`src/rtl/sram_axi4_pkg.sv`:
```
// Shared types and AXI4 constants for the SRAM AXI4 traffic generator.
package sram_axi4_pkg;

  typedef enum logic [2:0] {
    ST_IDLE = 3'd0,
    ST_AW   = 3'd1,
    ST_W    = 3'd2,
    ST_B    = 3'd3,
    ST_AR   = 3'd4,
    ST_R    = 3'd5,
    ST_NEXT = 3'd6,
    ST_DONE = 3'd7
  } state_e;

  typedef enum logic [1:0] {
    MODE_WR    = 2'd0,
    MODE_RD    = 2'd1,
    MODE_WR_RD = 2'd2,
    MODE_ILV   = 2'd3
  } mode_e;

  localparam logic [1:0] AXI_BURST_INCR = 2'b01;
  localparam logic [1:0] AXI_RESP_OKAY  = 2'b00;

  // AXI size field: log2 of the number of bytes per beat.
  function automatic logic [2:0] axi_size(input int dataW);
    return 3'($clog2(dataW / 8));
  endfunction

endpackage

```
`src/rtl/sram_axi4_tg_gen.sv`:
```
// Burst/beat index keeper; derives the burst address and the pattern data
// (global beat index + 1) used by both the write and the read-check paths.
module sram_axi4_tg_gen
  import sram_axi4_pkg::*;
#(
  parameter int ADDR_W    = 8,
  parameter int DATA_W    = 64,
  parameter int BURST_LEN = 4,
  parameter int NUM_XFER  = 4,
  parameter int BASE_ADDR = 8
) (
  input  logic              clk_i,
  input  logic              reset_i,
  input  logic              xferClr_i,
  input  logic              xferInc_i,
  input  logic              beatInc_i,
  output logic [ADDR_W-1:0] addr_o,
  output logic [DATA_W-1:0] data_o,
  output logic              lastBeat_o,
  output logic              lastXfer_o
);

  localparam int TW = (NUM_XFER > 1) ? $clog2(NUM_XFER) : 1;
  localparam int BW = (BURST_LEN > 1) ? $clog2(BURST_LEN) : 1;

  logic [TW-1:0] xferIdx_q, xferIdx_d;
  logic [BW-1:0] beatIdx_q, beatIdx_d;

  assign lastBeat_o = (beatIdx_q == BW'(BURST_LEN - 1));
  assign lastXfer_o = (xferIdx_q == TW'(NUM_XFER - 1));

  assign addr_o = ADDR_W'(32'(BASE_ADDR) + 32'(xferIdx_q) * 32'(BURST_LEN * (DATA_W / 8)));
  assign data_o = DATA_W'(32'(xferIdx_q) * 32'(BURST_LEN) + 32'(beatIdx_q) + 32'd1);

  // Next transfer/beat index; the beat counter wraps at the end of each burst.
  always_comb begin
    xferIdx_d = xferIdx_q;
    beatIdx_d = beatIdx_q;
    if (xferClr_i) begin
      xferIdx_d = '0;
      beatIdx_d = '0;
    end else begin
      if (xferInc_i) xferIdx_d = xferIdx_q + 1'b1;
      if (beatInc_i) beatIdx_d = lastBeat_o ? '0 : beatIdx_q + 1'b1;
    end
  end

  // Index registers with synchronous reset.
  always_ff @(posedge clk_i) begin
    if (reset_i) begin
      xferIdx_q <= '0;
      beatIdx_q <= '0;
    end else begin
      xferIdx_q <= xferIdx_d;
      beatIdx_q <= beatIdx_d;
    end
  end

endmodule

```
`src/rtl/sram_axi4_tg.sv`:
```
// AXI4 master traffic generator: writes incrementing bursts of a known
// pattern, reads them back, counts mismatches and flags bad responses.
module sram_axi4_tg
  import sram_axi4_pkg::*;
#(
  parameter int ADDR_W    = 8,
  parameter int DATA_W    = 64,
  parameter int BURST_LEN = 4,
  parameter int NUM_XFER  = 4,
  parameter int BASE_ADDR = 8
) (
  input  logic                  i_aclk,
  input  logic                  i_areset,
  input  logic                  i_start,
  input  logic [1:0]            i_mode,
  output logic [ADDR_W-1:0]     o_awaddr,
  output logic [7:0]            o_awlen,
  output logic [2:0]            o_awsize,
  output logic [1:0]            o_awburst,
  output logic                  o_awvalid,
  input  logic                  i_awready,
  output logic [DATA_W-1:0]     o_wdata,
  output logic [DATA_W/8-1:0]   o_wstrb,
  output logic                  o_wlast,
  output logic                  o_wvalid,
  input  logic                  i_wready,
  input  logic                  i_bvalid,
  input  logic [1:0]            i_bresp,
  output logic                  o_bready,
  output logic [ADDR_W-1:0]     o_araddr,
  output logic [7:0]            o_arlen,
  output logic [2:0]            o_arsize,
  output logic [1:0]            o_arburst,
  output logic                  o_arvalid,
  input  logic                  i_arready,
  input  logic                  i_rvalid,
  input  logic [DATA_W-1:0]     i_rdata,
  input  logic [1:0]            i_rresp,
  input  logic                  i_rlast,
  output logic                  o_rready,
  output logic                  o_busy,
  output logic                  o_done,
  output logic [15:0]           o_err_cnt,
  output logic                  o_resp_err
);

  state_e      state_q, state_d;
  mode_e       mode_q, mode_d;
  logic        rdPhase_q, rdPhase_d;
  logic [15:0] errCnt_q, errCnt_d;
  logic        respErr_q, respErr_d;

  logic              xferClr, xferInc, beatInc;
  logic [ADDR_W-1:0] genAddr;
  logic [DATA_W-1:0] genData;
  logic              lastBeat, lastXfer;
  logic              dataMiss, lastMiss;
  logic [16:0]       errSum;

  sram_axi4_tg_gen #(
    .ADDR_W(ADDR_W), .DATA_W(DATA_W), .BURST_LEN(BURST_LEN),
    .NUM_XFER(NUM_XFER), .BASE_ADDR(BASE_ADDR)
  ) u_gen (
    .clk_i(i_aclk), .reset_i(i_areset),
    .xferClr_i(xferClr), .xferInc_i(xferInc), .beatInc_i(beatInc),
    .addr_o(genAddr), .data_o(genData),
    .lastBeat_o(lastBeat), .lastXfer_o(lastXfer)
  );

  assign dataMiss = (i_rdata != genData);
  assign lastMiss = (i_rlast != lastBeat);
  assign errSum   = {1'b0, errCnt_q} + {16'd0, dataMiss} + {16'd0, lastMiss};

  // Run sequencing: channel handshakes, read checking and burst stepping.
  always_comb begin
    state_d   = state_q;
    mode_d    = mode_q;
    rdPhase_d = rdPhase_q;
    errCnt_d  = errCnt_q;
    respErr_d = respErr_q;
    xferClr   = 1'b0;
    xferInc   = 1'b0;
    beatInc   = 1'b0;
    case (state_q)
      ST_IDLE: if (i_start) begin
        mode_d    = mode_e'(i_mode);
        rdPhase_d = 1'b0;
        errCnt_d  = '0;
        respErr_d = 1'b0;
        xferClr   = 1'b1;
        state_d   = (mode_e'(i_mode) == MODE_RD) ? ST_AR : ST_AW;
      end
      ST_AW: if (i_awready) state_d = ST_W;
      ST_W: if (i_wready) begin
        beatInc = 1'b1;
        if (lastBeat) state_d = ST_B;
      end
      ST_B: if (i_bvalid) begin
        if (i_bresp != AXI_RESP_OKAY) respErr_d = 1'b1;
        if (mode_q == MODE_ILV)                state_d = ST_AR;
        else if (mode_q == MODE_WR && lastXfer) state_d = ST_DONE;
        else                                   state_d = ST_NEXT;
      end
      ST_AR: if (i_arready) state_d = ST_R;
      ST_R: if (i_rvalid) begin
        beatInc = 1'b1;
        if (i_rresp != AXI_RESP_OKAY) respErr_d = 1'b1;
        errCnt_d = errSum[16] ? 16'hFFFF : errSum[15:0];
        if (lastBeat) state_d = lastXfer ? ST_DONE : ST_NEXT;
      end
      ST_NEXT: begin
        if (mode_q == MODE_WR_RD && !rdPhase_q && lastXfer) begin
          xferClr   = 1'b1;
          rdPhase_d = 1'b1;
          state_d   = ST_AR;
        end else begin
          xferInc = 1'b1;
          state_d = (mode_q == MODE_RD || rdPhase_q) ? ST_AR : ST_AW;
        end
      end
      ST_DONE: state_d = ST_IDLE;
      default: state_d = ST_IDLE;
    endcase
  end

  // Control and result registers with synchronous reset.
  always_ff @(posedge i_aclk) begin
    if (i_areset) begin
      state_q   <= ST_IDLE;
      mode_q    <= MODE_WR;
      rdPhase_q <= 1'b0;
      errCnt_q  <= '0;
      respErr_q <= 1'b0;
    end else begin
      state_q   <= state_d;
      mode_q    <= mode_d;
      rdPhase_q <= rdPhase_d;
      errCnt_q  <= errCnt_d;
      respErr_q <= respErr_d;
    end
  end

  assign o_awvalid = (state_q == ST_AW);
  assign o_awaddr  = o_awvalid ? genAddr : '0;
  assign o_awlen   = o_awvalid ? 8'(BURST_LEN - 1) : 8'd0;
  assign o_awsize  = o_awvalid ? axi_size(DATA_W) : 3'd0;
  assign o_awburst = o_awvalid ? AXI_BURST_INCR : 2'd0;

  assign o_wvalid = (state_q == ST_W);
  assign o_wdata  = o_wvalid ? genData : '0;
  assign o_wstrb  = {(DATA_W/8){o_wvalid}};
  assign o_wlast  = o_wvalid & lastBeat;
  assign o_bready = (state_q == ST_B);

  assign o_arvalid = (state_q == ST_AR);
  assign o_araddr  = o_arvalid ? genAddr : '0;
  assign o_arlen   = o_arvalid ? 8'(BURST_LEN - 1) : 8'd0;
  assign o_arsize  = o_arvalid ? axi_size(DATA_W) : 3'd0;
  assign o_arburst = o_arvalid ? AXI_BURST_INCR : 2'd0;
  assign o_rready  = (state_q == ST_R);

  assign o_busy     = (state_q != ST_IDLE) && (state_q != ST_DONE);
  assign o_done     = (state_q == ST_DONE);
  assign o_err_cnt  = errCnt_q;
  assign o_resp_err = respErr_q;

endmodule

```
`config.mk`:
```
export PLATFORM = sky130hd
export DESIGN_NAME = sram_axi4_tg
export DESIGN_NICKNAME = d
export VERILOG_FILES = /design/src/rtl/sram_axi4_pkg.sv /design/src/rtl/sram_axi4_tg_gen.sv /design/src/rtl/sram_axi4_tg.sv
export SDC_FILE = /design/constraint.sdc
export NUM_CORES = 1
export LEC_CHECK = 0
export BUFFER_PORTS_ARGS = -buffer_cell sky130_fd_sc_hd__buf_4
export CAP_MARGIN = 10
export CORE_ASPECT_RATIO = 0.5
export CORE_MARGIN = 2
export CORE_UTILIZATION = 35
export DETAILED_ROUTE_END_ITERATION = 10
export PLACE_DENSITY = 0.72
export SETUP_SLACK_MARGIN = 0.4
export SLEW_MARGIN = 5
export SYNTH_ARGS = -nofsm -noshare
export SYNTH_HDL_FRONTEND = slang
export SYNTH_SLANG_ARGS = --single-unit
```
`constraint.sdc`:
```
create_clock -name i_aclk -period 3.5 [get_ports i_aclk]
set_input_delay 0.175 -clock i_aclk [delete_from_list [all_inputs] [get_ports i_aclk]]
set_output_delay 0.175 -clock i_aclk [all_outputs]
set_load 0.02 [all_outputs]
```
Word-level counts from Yosys, hierarchy flattened
Index checks and enable logic that the tools add are counted.
{"block": "word_totals", "output_inout_bits": 139, "romBits": 0, "regBits": 27, "elab_cells": 107, "ramBits": 0, "latchBits": 0, "mem_count": 0}
{"block": "op_classes", "n_eq_ne": 27, "bitwise": 1, "reduce_logical": 20, "add_sub_neg": 7, "div": 0, "mul": 0, "shift": 0, "muxes": 45, "n_lt_le_gt_ge": 0}
{"operator": "64-bit by 1-bit adder with 64-bit output, second input constant", "n": 1}
{"operator": "64-bit two-way mux", "n": 1}
{"operator": "64-bit inequality test", "n": 1}
{"operator": "16-bit two-way mux", "n": 3}
{"operator": "3-bit two-way mux", "n": 11}
{"operator": "16-bit one-hot mux with 2 select lines", "n": 1}
{"operator": "3-bit one-hot mux with 8 select lines", "n": 1}
{"operator": "16-bit by 1-bit adder with 17-bit output", "n": 1}
{"operator": "17-bit by 1-bit adder with 17-bit output", "n": 1}
{"operator": "1-bit two-way mux", "n": 16}
{"operator": "8-bit two-way mux", "n": 2}
{"operator": "2-bit by 1-bit inequality test with 1-bit output, second input constant", "n": 7}
{"operator": "3-bit equality test, second input constant", "n": 4}
{"operator": "2-bit two-way mux", "n": 6}
{"operator": "4-bit by 7-bit adder with 8-bit output, first input constant", "n": 1}
{"operator": "2-bit equality test, second input constant", "n": 4}
{"operator": "2-bit inequality test, second input constant", "n": 4}
{"operator": "8-bit AND reduction", "n": 1}
{"operator": "2-bit nonzero test", "n": 4}
{"operator": "3-bit by 2-bit equality test with 1-bit output, second input constant", "n": 2}
{"operator": "1-bit one-hot mux with 2 select lines", "n": 3}
{"operator": "3-bit AND reduction", "n": 2}
{"operator": "6-bit AND reduction", "n": 1}
{"operator": "3-bit nonzero test", "n": 2}
{"operator": "15 further kinds", "n": 20}

Logic depth before layout (Yosys ltp)
Gate-level depths: netlist (run 1).
{"block": "logic_depth", "depth_word": 8, "ltp_mapped": 14}

By module
A second synthesis (run 1) with hierarchy kept.
{"block": "hier_totals", "hier_cells": 504, "hier_area_um2": 3762.4}
{"module": "sram_axi4_tg", "cells_each": 417, "n_inst": 1, "area_each_um2": 3057.9, "seq_area_each_um2": 460.4}
{"module": "sram_axi4_tg_gen", "cells_each": 87, "n_inst": 1, "area_each_um2": 704.4, "seq_area_each_um2": 80.1}

Least setup slack after synthesis (run 1)
Ideal clock, no wire load.
{"block": "synth_timing", "kind": "flip-flop to flip-flop", "start": "register u_gen.beatIdx_q[0]", "end": "register errCnt_q[11], in the netlist o_err_cnt[11]", "required_time_ns": 3.368, "period_less_slack_ns": 2.886, "path_slack_ns": 0.614, "setup_ns": 0.132, "path_buffers": 2, "stages_incl_launch_ff": 15, "arrival_ns": 2.754, "cell_sequence": "dfxtp_1 -> ha_1 -> buf_6 -> xnor2_2 -> xnor2_1 -> or4_1 -> nor4_2 -> fa_1 -> inv_1 -> ha_1 -> nand3_2 -> nor4_4 -> buf_2 -> a2bb2oi_1 -> o32ai_1"}
{"block": "synth_between", "elab_chain_cells": 8, "elab_cells_between_ends": 10, "classes_between": "4 x add/sub; 3 x eq/ne; 3 x mux"}
{"element": "start, declared", "line": "sram_axi4_tg_gen.sv:27", "source": "logic [BW-1:0] beatIdx_q, beatIdx_d;"}
{"element": "start signal, assigned", "line": "sram_axi4_tg_gen.sv:55", "source": "beatIdx_q <= beatIdx_d;"}
{"element": "4-bit by 2-bit adder with 5-bit output", "line": "sram_axi4_tg_gen.sv:33", "source": "assign data_o = DATA_W'(32'(xferIdx_q) * 32'(BURST_LEN) + 32'(beatIdx_q) + 32'd1);"}
{"element": "64-bit by 1-bit adder with 64-bit output", "line": "sram_axi4_tg_gen.sv:33"}
{"element": "64-bit inequality test", "line": "sram_axi4_tg.sv:70", "source": "assign dataMiss = (i_rdata != genData);"}
{"element": "16-bit by 1-bit adder with 17-bit output", "line": "sram_axi4_tg.sv:72", "source": "assign errSum = {1'b0, errCnt_q} + {16'd0, dataMiss} + {16'd0, lastMiss};"}
{"element": "17-bit by 1-bit adder with 17-bit output (*)", "line": "sram_axi4_tg.sv:72"}
{"element": "16-bit two-way mux (*)", "line": "sram_axi4_tg.sv:108", "source": "errCnt_d = errSum[16] ? 16'hFFFF : errSum[15:0];"}
{"element": "16-bit two-way mux (*)", "line": "sram_axi4_tg.sv:105", "source": "ST_R: if (i_rvalid) begin"}
{"element": "16-bit one-hot mux with 2 select lines (*)", "line": "sram_axi4_tg.sv:84", "source": "case (state_q)"}
{"element": "end signal, assigned", "line": "sram_axi4_tg.sv:138", "source": "errCnt_q <= errCnt_d;"}
{"element": "end, declared", "line": "sram_axi4_tg.sv:50", "source": "logic [15:0] errCnt_q, errCnt_d;"}
Every way passes the cells marked *; elsewhere a longest branch is shown, timed or not. The select of a mux whose other input is x is not followed.
A chain may end at the register's enable or synchronous reset.

Final worst setup path (run 1)
{"block": "layout_timing", "start": "register u_gen.beatIdx_q[0]", "end": "register errCnt_q[15], in the netlist o_err_cnt[15]"}
Same word-level chain as after synthesis.

==> impl_metrics.csv, run 1 <==
group,metric,value,unit
clock_tree,clock_sinks,27,
job,maxCapViolCount,0,
sta,drv_slew,0,
final_layout,layout_commonest_cell,"buf_4",
die,io_pins,218,
critical_path,crit-reg2reg-launch,"u_gen.beatIdx_q[0]$_SDFFE_PP0P_",
sta,tns,0,ns
worst_hold_path,min_to,"mode_q[0]$_SDFFE_PP0P_",
clock_tree,htreeDepth,1,
die,fp-row-count,23,
clock_tree,postCtsHoldBufs,0,
logic_synthesis,yosysTopAreaCellShare,0.277,
critical_path,cpMostUsedCell,"buf_4",
worst_hold_path,hp-start,"i_mode[0]",
logic_synthesis,yosys_warnings,0,
sta,slew_headroom,0.537,
drt,via_count,2726,
global_routing,grt_pass1_vias,2349,
power_and_ir_drop,pwr-share-clk,0.176,
final_layout,syn_to_final_growth,26.4,%
logic_synthesis,synth_ff_type,"dfxtp_1",
sta,min_period,2.89,ns
critical_path,critPathTopFamily,"simple AND/OR/NAND/NOR gates",
drt,drt_iter0_markers,134,
placed_design,numPortBuffers,132,
power_and_ir_drop,finalPower,1.52,mW
outcome,status,"complete, no violations",
worst_hold_path,hold_path_class,"primary input to register",
sta,rsz0062_at_grt,"no",
logic_synthesis,netlist_area,2850,um^2
sta,fmax,346,MHz
critical_path,cp_num_buf_inv,2,
global_routing,overflow,0,
sta,tightestPinTransition,0.694,ns
critical_path,slowest_delay,0.54,ns
sta,finalHoldViolCount,0,
global_routing,grt.total_usage,0.165,
drt,via_per_inst,4.64,
critical_path,worstPathArrival,3.03,ns
critical_path,r2r_setup_slack,0.61,ns
logic_synthesis,yosys.cell_types.count,62,
sta,finalSetupViolCount,0,
logic_synthesis,syn_inst,368,
critical_path,crit_path_cell_trace,"ha_2 -> buf_4 -> nand2_1 -> xor2_1 -> nand3_2 -> nor4_4 -> fa_2 -> buf_4 -> nand4b_1 -> or4_1 -> a21oi_1 -> o32ai_1",
drt,dr.pass1.iters,6,
power_and_ir_drop,power.switching,0.701,mW
global_routing,antenna_found_initial,0,
final_layout,nets,559,
worst_hold_path,holdPathStages,3,
final_layout,drive_above_1_share,0.345,
critical_path,start_kind,"register",
power_and_ir_drop,p_comb_frac,0.546,
critical_path,worstPathMaxFanout,7,
logic_synthesis,synth.area.top_cells,"buf_4, dfxtp_1, a21oi_1, nor4_1, o32ai_1",
die,die_y,67.8,um
power_and_ir_drop,powerDensity,422,nW/um^2
critical_path,r2r_end,"o_err_cnt[15]$_SDFFE_PP0P_",
logic_synthesis,synth_edf_count,0,
placed_design,gp_congestion,0.871,
power_and_ir_drop,leakagePower,1.68,nW
drt,drcViolationCount,0,
critical_path,worstSetupEndpointType,"register",
power_and_ir_drop,vdd_drop_max,0.213,mV
die,core-area,7940,um^2
logic_synthesis,ys_ff_latch,27,
logic_synthesis,synth_area_leader_cell,"buf_4",
critical_path,critPathKind,"register to register",
final_layout,num_antenna_cells,0,
clock_tree,numCtsBuffers,3,
placed_design,dp_hpwl,6.13,mm
die,die-area,8910,um^2
clock_tree,cts_tree,"yes",
clock_tree,cts.path.max_buffers,2,
final_layout,nFillCells,819,
die,die_w,132,um
logic_synthesis,synth_area_per_cell,7.73,um^2
final_layout,final_cell_mix,"buf_4, conb_1, dfxtp_1",
critical_path,crit_required,3.64,ns
clock_tree,clk_latency,0.27,ns
logic_synthesis,ys_async_sr_fraction,0,
power_and_ir_drop,switching_share,0.462,
drt,wl_per_cell,13.3,um
drt,drt_wl_total,7.80,mm
global_routing,grt_max_degree,24,
drt,detail-route-antenna-nets,0,
critical_path,reg2reg_depth,12,
clock_tree,cts.root.buffer_cell,"clkbuf_16",
power_and_ir_drop,p_int,0.816,mW
die,initial_utilization,0.358,
power_and_ir_drop,seqPwrFrac,0.278,
critical_path,slowest_stage,"or4_1",
sta,post-route-period-util,0.826,
clock_tree,clkTransAtPathRegs,0.07,ns
sta,fin_skew,0.00480,ns
logic_synthesis,ys_seq_area_frac,0.190,
global_routing,grt_first_pass_wirelength,12.0,mm
stage by stage:
| stage | hold slack (ns) | instances | setup WS (ns) | utilization | instance area (um^2) |
|---|---|---|---|---|---|
| 2_1_floorplan | 0.322 | 452 | 0.614 | - | 3160 |
| 3_5_place_dp | 0.447 | 580 | 0.343 | 0.436 | 3460 |
| 3_3_place_gp | 0.437 | 580 | 0.430 | 0.436 | 3460 |
| 6_report | 0.184 | 587 | 0.607 | 0.453 | 3600 |
| 5_1_grt | 0.199 | 587 | 0.395 | 0.453 | 3600 |
| 4_1_cts | 0.185 | 586 | 0.449 | 0.449 | 3570 |
layer usage:
metal	part of all wire	track usage
met1	0.44	0.220
met2	0.48	0.282
met3	0.070	0.0300
met4	0.0068	0.0394
met5	0	0
worst reg2reg max path: stages, from the launching register on:
cell and delay [ns]:
dfxtp_2 0.37, ha_2 0.21, buf_4 0.16, nand2_1 0.10, xor2_1 0.16, nand3_2 0.10, nor4_4 0.06, fa_2 0.39
buf_4 0.14, nand4b_1 0.25, or4_1 0.54, a21oi_1 0.17, o32ai_1 0.08
power groups by stage:
| stage | registers [mW] | clock network (mW) | logic (mW) |
|---|---|---|---|
| 6_report | 0.421 | 0.268 | 0.828 |
| 5_1_grt | 0.435 | 0.282 | 0.897 |
| 4_1_cts | 0.420 | 0.271 | 0.827 |
| 3_5_place_dp | 0.426 | 0 | 0.825 |
| 3_3_place_gp | 0.424 | 0 | 0.818 |
| 2_1_floorplan | 0.368 | 0 | 0.752 |
worst max-delay path by stage:
| stage | start | endpoint | slack, ns | cells after the start |
|---|---|---|---|---|
| 6_report | u_gen.beatIdx_q[0]$_SDFFE_PP0P_ | o_err_cnt[15]$_SDFFE_PP0P_ | 0.61 | 12 |
| 2_1_floorplan | u_gen.beatIdx_q[0]$_SDFFE_PP0P_ | o_err_cnt[11]$_SDFFE_PP0P_ | 0.61 | 14 |
| 4_1_cts | u_gen.beatIdx_q[0]$_SDFFE_PP0P_ | o_err_cnt[15]$_SDFFE_PP0P_ | 0.45 | 13 |
| 5_1_grt | u_gen.beatIdx_q[0]$_SDFFE_PP0P_ | o_err_cnt[11]$_SDFFE_PP0P_ | 0.39 | 13 |
| 3_5_place_dp | u_gen.beatIdx_q[0]$_SDFFE_PP0P_ | o_err_cnt[15]$_SDFFE_PP0P_ | 0.34 | 13 |
| 3_3_place_gp | u_gen.beatIdx_q[0]$_SDFFE_PP0P_ | o_err_cnt[10]$_SDFFE_PP0P_ | 0.43 | 12 |
state kept, by name, summed over array words and instances, names as in the netlist:
| register | flops |
|---|---|
| state_q | 3 |
| u_gen.xferIdx_q | 2 |
| rdPhase_q | 1 |
| mode_q | 2 |
| o_err_cnt | 16 |
| u_gen.beatIdx_q | 2 |
| o_resp_err | 1 |
cells by family after synthesis:
family          synth area share
compound gates             0.173
xor+xnor                  0.0303
fa+ha+maj                 0.0202
buf+inv                    0.329
flops                      0.190
mux                      0.00704
other cells              0.00132
simple gates               0.248
synthesized netlist by cell type, types with 6 or more instances:
library cell    n
buf_4         105
inv_1          17
a21oi_1        23
nand3_1        11
nor2_1         14
a2bb2oi_1       7
nor4_1         16
nor3_1          9
o32ai_1        10
clkbuf_1        6
nand2_1        17
dfxtp_1        27
buf_2           8
layout make-up:
cell class	count	area, um^2	area share
Multi-Input combinational cell	285	1710	0.477
Clock buffer	3	75.1	0.0209
Clock inverter	1	5.00	0.00139
Inverter	20	75.1	0.0209
Tap cell	112	140	0.0390
Timing Repair Buffer	139	1040	0.290
Sequential cell	27	543	0.151
timing repair:
item	CTS	global route
endpoints found under the setup margin	9	16
buffers inserted	2	1
pin swaps	2	3
resized for setup	2	7
endpoints found under the hold margin	0	0
No activity file was read; power rests on OpenSTA's default activity.
==> run 2, diff against run 1 <==
==> constraint.sdc (replaced) <==
create_clock -name i_aclk -period 2.85 [get_ports i_aclk]
set_input_delay 0.1425 -clock i_aclk [delete_from_list [all_inputs] [get_ports i_aclk]]
set_output_delay 0.1425 -clock i_aclk [all_outputs]
set_load 0.02 [all_outputs]
==> impl_metrics.csv, run 2 (same netlist as run 1, synthesis figures left out) <==
group,metric,value,unit
outcome,status,"complete, no violations",
final_layout,stdcell_count,598,
critical_path,worstSetupEndpointType,"register",
final_layout,nets,570,
worst_hold_path,hp-start,"i_mode[1]",
sta,fmax,374,MHz
clock_tree,cts.root.buffer_cell,"clkbuf_16",
die,die_y,67.8,um
die,io_pins,218,
placed_design,placed_cell_area,3580,um^2
final_layout,final_core_util,0.484,
final_layout,largest_reg_flops,16,
global_routing,overflow,0,
clock_tree,clkTransAtPathRegs,0.07,ns
critical_path,slowest_delay,0.52,ns
worst_hold_path,hold_path_class,"primary input to register",
sta,min_period,2.68,ns
worst_hold_path,holdPathStages,3,
power_and_ir_drop,vdd_drop_max,0.284,mV
clock_tree,cts_tree,"yes",
sta,post-route-period-util,0.939,
critical_path,r2r_setup_slack,0.17,ns
critical_path,cp_num_buf_inv,2,
final_layout,num_antenna_cells,0,
sta,fin_skew,0.00653,ns
drt,via_count,2769,
clock_tree,numCtsBuffers,3,
drt,dr.pass1.iters,4,
die,die_w,132,um
placed_design,numPortBuffers,132,
critical_path,crit_path_cell_trace,"ha_4 -> xnor2_2 -> nand3_1 -> or4_4 -> nor4_4 -> fa_2 -> inv_2 -> ha_4 -> and3_4 -> buf_4 -> a22oi_2 -> o32ai_2",
critical_path,critPathKind,"register to register",
clock_tree,clock_sinks,27,
sta,tightestPinTransition,0.673,ns
power_and_ir_drop,finalPower,1.90,mW
drt,drt_iter0_markers,105,
sta,slew_headroom,0.551,
sta,finalSetupViolCount,0,
final_layout,design_area,3850,um^2
sta,rsz0062_at_grt,"yes",
power_and_ir_drop,leakagePower,1.76,nW
critical_path,r2r_end,"o_err_cnt[4]$_SDFFE_PP0P_",
clock_tree,clk_latency,0.26,ns
placed_design,dp_hpwl,6.09,mm
die,initial_utilization,0.358,
placed_design,dp.cells,589,
placed_design,gp_congestion,0.836,
die,fp-row-count,23,
global_routing,grt_pass1_vias,2506,
critical_path,critPathTopFamily,"simple AND/OR/NAND/NOR gates",
power_and_ir_drop,powerDensity,495,nW/um^2
global_routing,grt.total_usage,0.161,
final_layout,final_cell_mix,"buf_4, conb_1, dfxtp_1",
sta,hold_ws,0.168,ns
drt,drcViolationCount,0,
drt,via_per_inst,4.63,
global_routing,grt_first_pass_wirelength,12.0,mm
job,maxCapViolCount,0,
global_routing,antenna_found_initial,0,
worst_hold_path,min_to,"mode_q[1]$_SDFFE_PP0P_",
critical_path,crit-reg2reg-launch,"u_gen.beatIdx_q[0]$_SDFFE_PP0P_",
critical_path,crit_required,2.98,ns
die,core-area,7940,um^2
die,die-area,8910,um^2
critical_path,worstPathArrival,2.81,ns
critical_path,reg2reg_depth,12,
drt,detail-route-antenna-nets,0,
sta,drv_slew,0,
clock_tree,cts.path.max_buffers,2,
critical_path,worstPathMaxFanout,4,
global_routing,grt_max_degree,23,
critical_path,cpMostUsedCell,"ha_4",
drt,wl_per_cell,12.9,um
final_layout,layout_commonest_cell,"buf_4",
drt,drt_wl_total,7.73,mm
sta,finalHoldViolCount,0,
final_layout,syn_to_final_growth,35.2,%
critical_path,slowest_stage,"or4_4",
clock_tree,htreeDepth,1,
critical_path,start_kind,"register",
final_layout,drive_above_1_share,0.403,
## run 2: worst reg2reg max path, cell delays in order, from the launching register on
cell and delay [ns]:
dfxtp_4 0.36, ha_4 0.27, xnor2_2 0.10, nand3_1 0.09
or4_4 0.52, nor4_4 0.16, fa_2 0.25, inv_2 0.04
ha_4 0.17, and3_4 0.20, buf_4 0.13, a22oi_2 0.16
o32ai_2 0.10
## run 2: repair_timing
item | 4_1_cts | 5_1_grt
setup endpoints to repair | 16 | 16
buffers inserted | 3 | 2
gates resized for setup | 18 | 11
hold endpoints to repair | 0 | 0
hold buffers | 0 | 0
pin swaps | 10 | 6
## run 2: through the flow
step	setup TNS [ns]	setup WS, ns
after global routing	0	0.0342
final	0	0.174
after floorplan	0	0.137
after global placement	0	0.0281
after CTS	0	0.174
after detailed placement	-0.0189	-0.0176
## run 2: layout make-up
class / count / area, um^2
Fill cell: 775 / 4100
Clock buffer: 4 / 78.8
Tap cell: 112 / 140
Inverter: 20 / 75.1
Sequential cell: 27 / 553
Multi-Input combinational cell: 285 / 1870
Timing Repair Buffer: 150 / 1130
## run 2: worst max-delay path by stage
stage,from,endpoint,cells past startpoint
floorplan,u_gen.beatIdx_q[0]$_SDFFE_PP0P_,o_err_cnt[4]$_SDFFE_PP0P_,14
global placement,u_gen.beatIdx_q[0]$_SDFFE_PP0P_,o_err_cnt[12]$_SDFFE_PP0P_,13
detailed placement,u_gen.beatIdx_q[1]$_SDFFE_PP0P_,o_err_cnt[12]$_SDFFE_PP0P_,13
CTS,u_gen.beatIdx_q[0]$_SDFFE_PP0P_,o_err_cnt[12]$_SDFFE_PP0P_,13
global route,u_gen.beatIdx_q[0]$_SDFFE_PP0P_,o_err_cnt[11]$_SDFFE_PP0P_,12
finish,u_gen.beatIdx_q[0]$_SDFFE_PP0P_,o_err_cnt[4]$_SDFFE_PP0P_,12
## run 2: layer usage
layer | GRT usage | wire [um] | vias to the layer above
met2 | 0.313 | 3870 | 96
met4 | 0.0163 | 47 | 0
met5 | 0 | 0 | -
li1 | - | - | 1379
met1 | 0.201 | 3460 | 1288
met3 | 0.0188 | 348 | 6
## run 2: report_power, final
| part | internal [mW] | switching (mW) |
|---|---|---|
| Sequential | 0.410 | 0.0691 |
| Combinational | 0.427 | 0.672 |
| Clock | 0.192 | 0.133 |
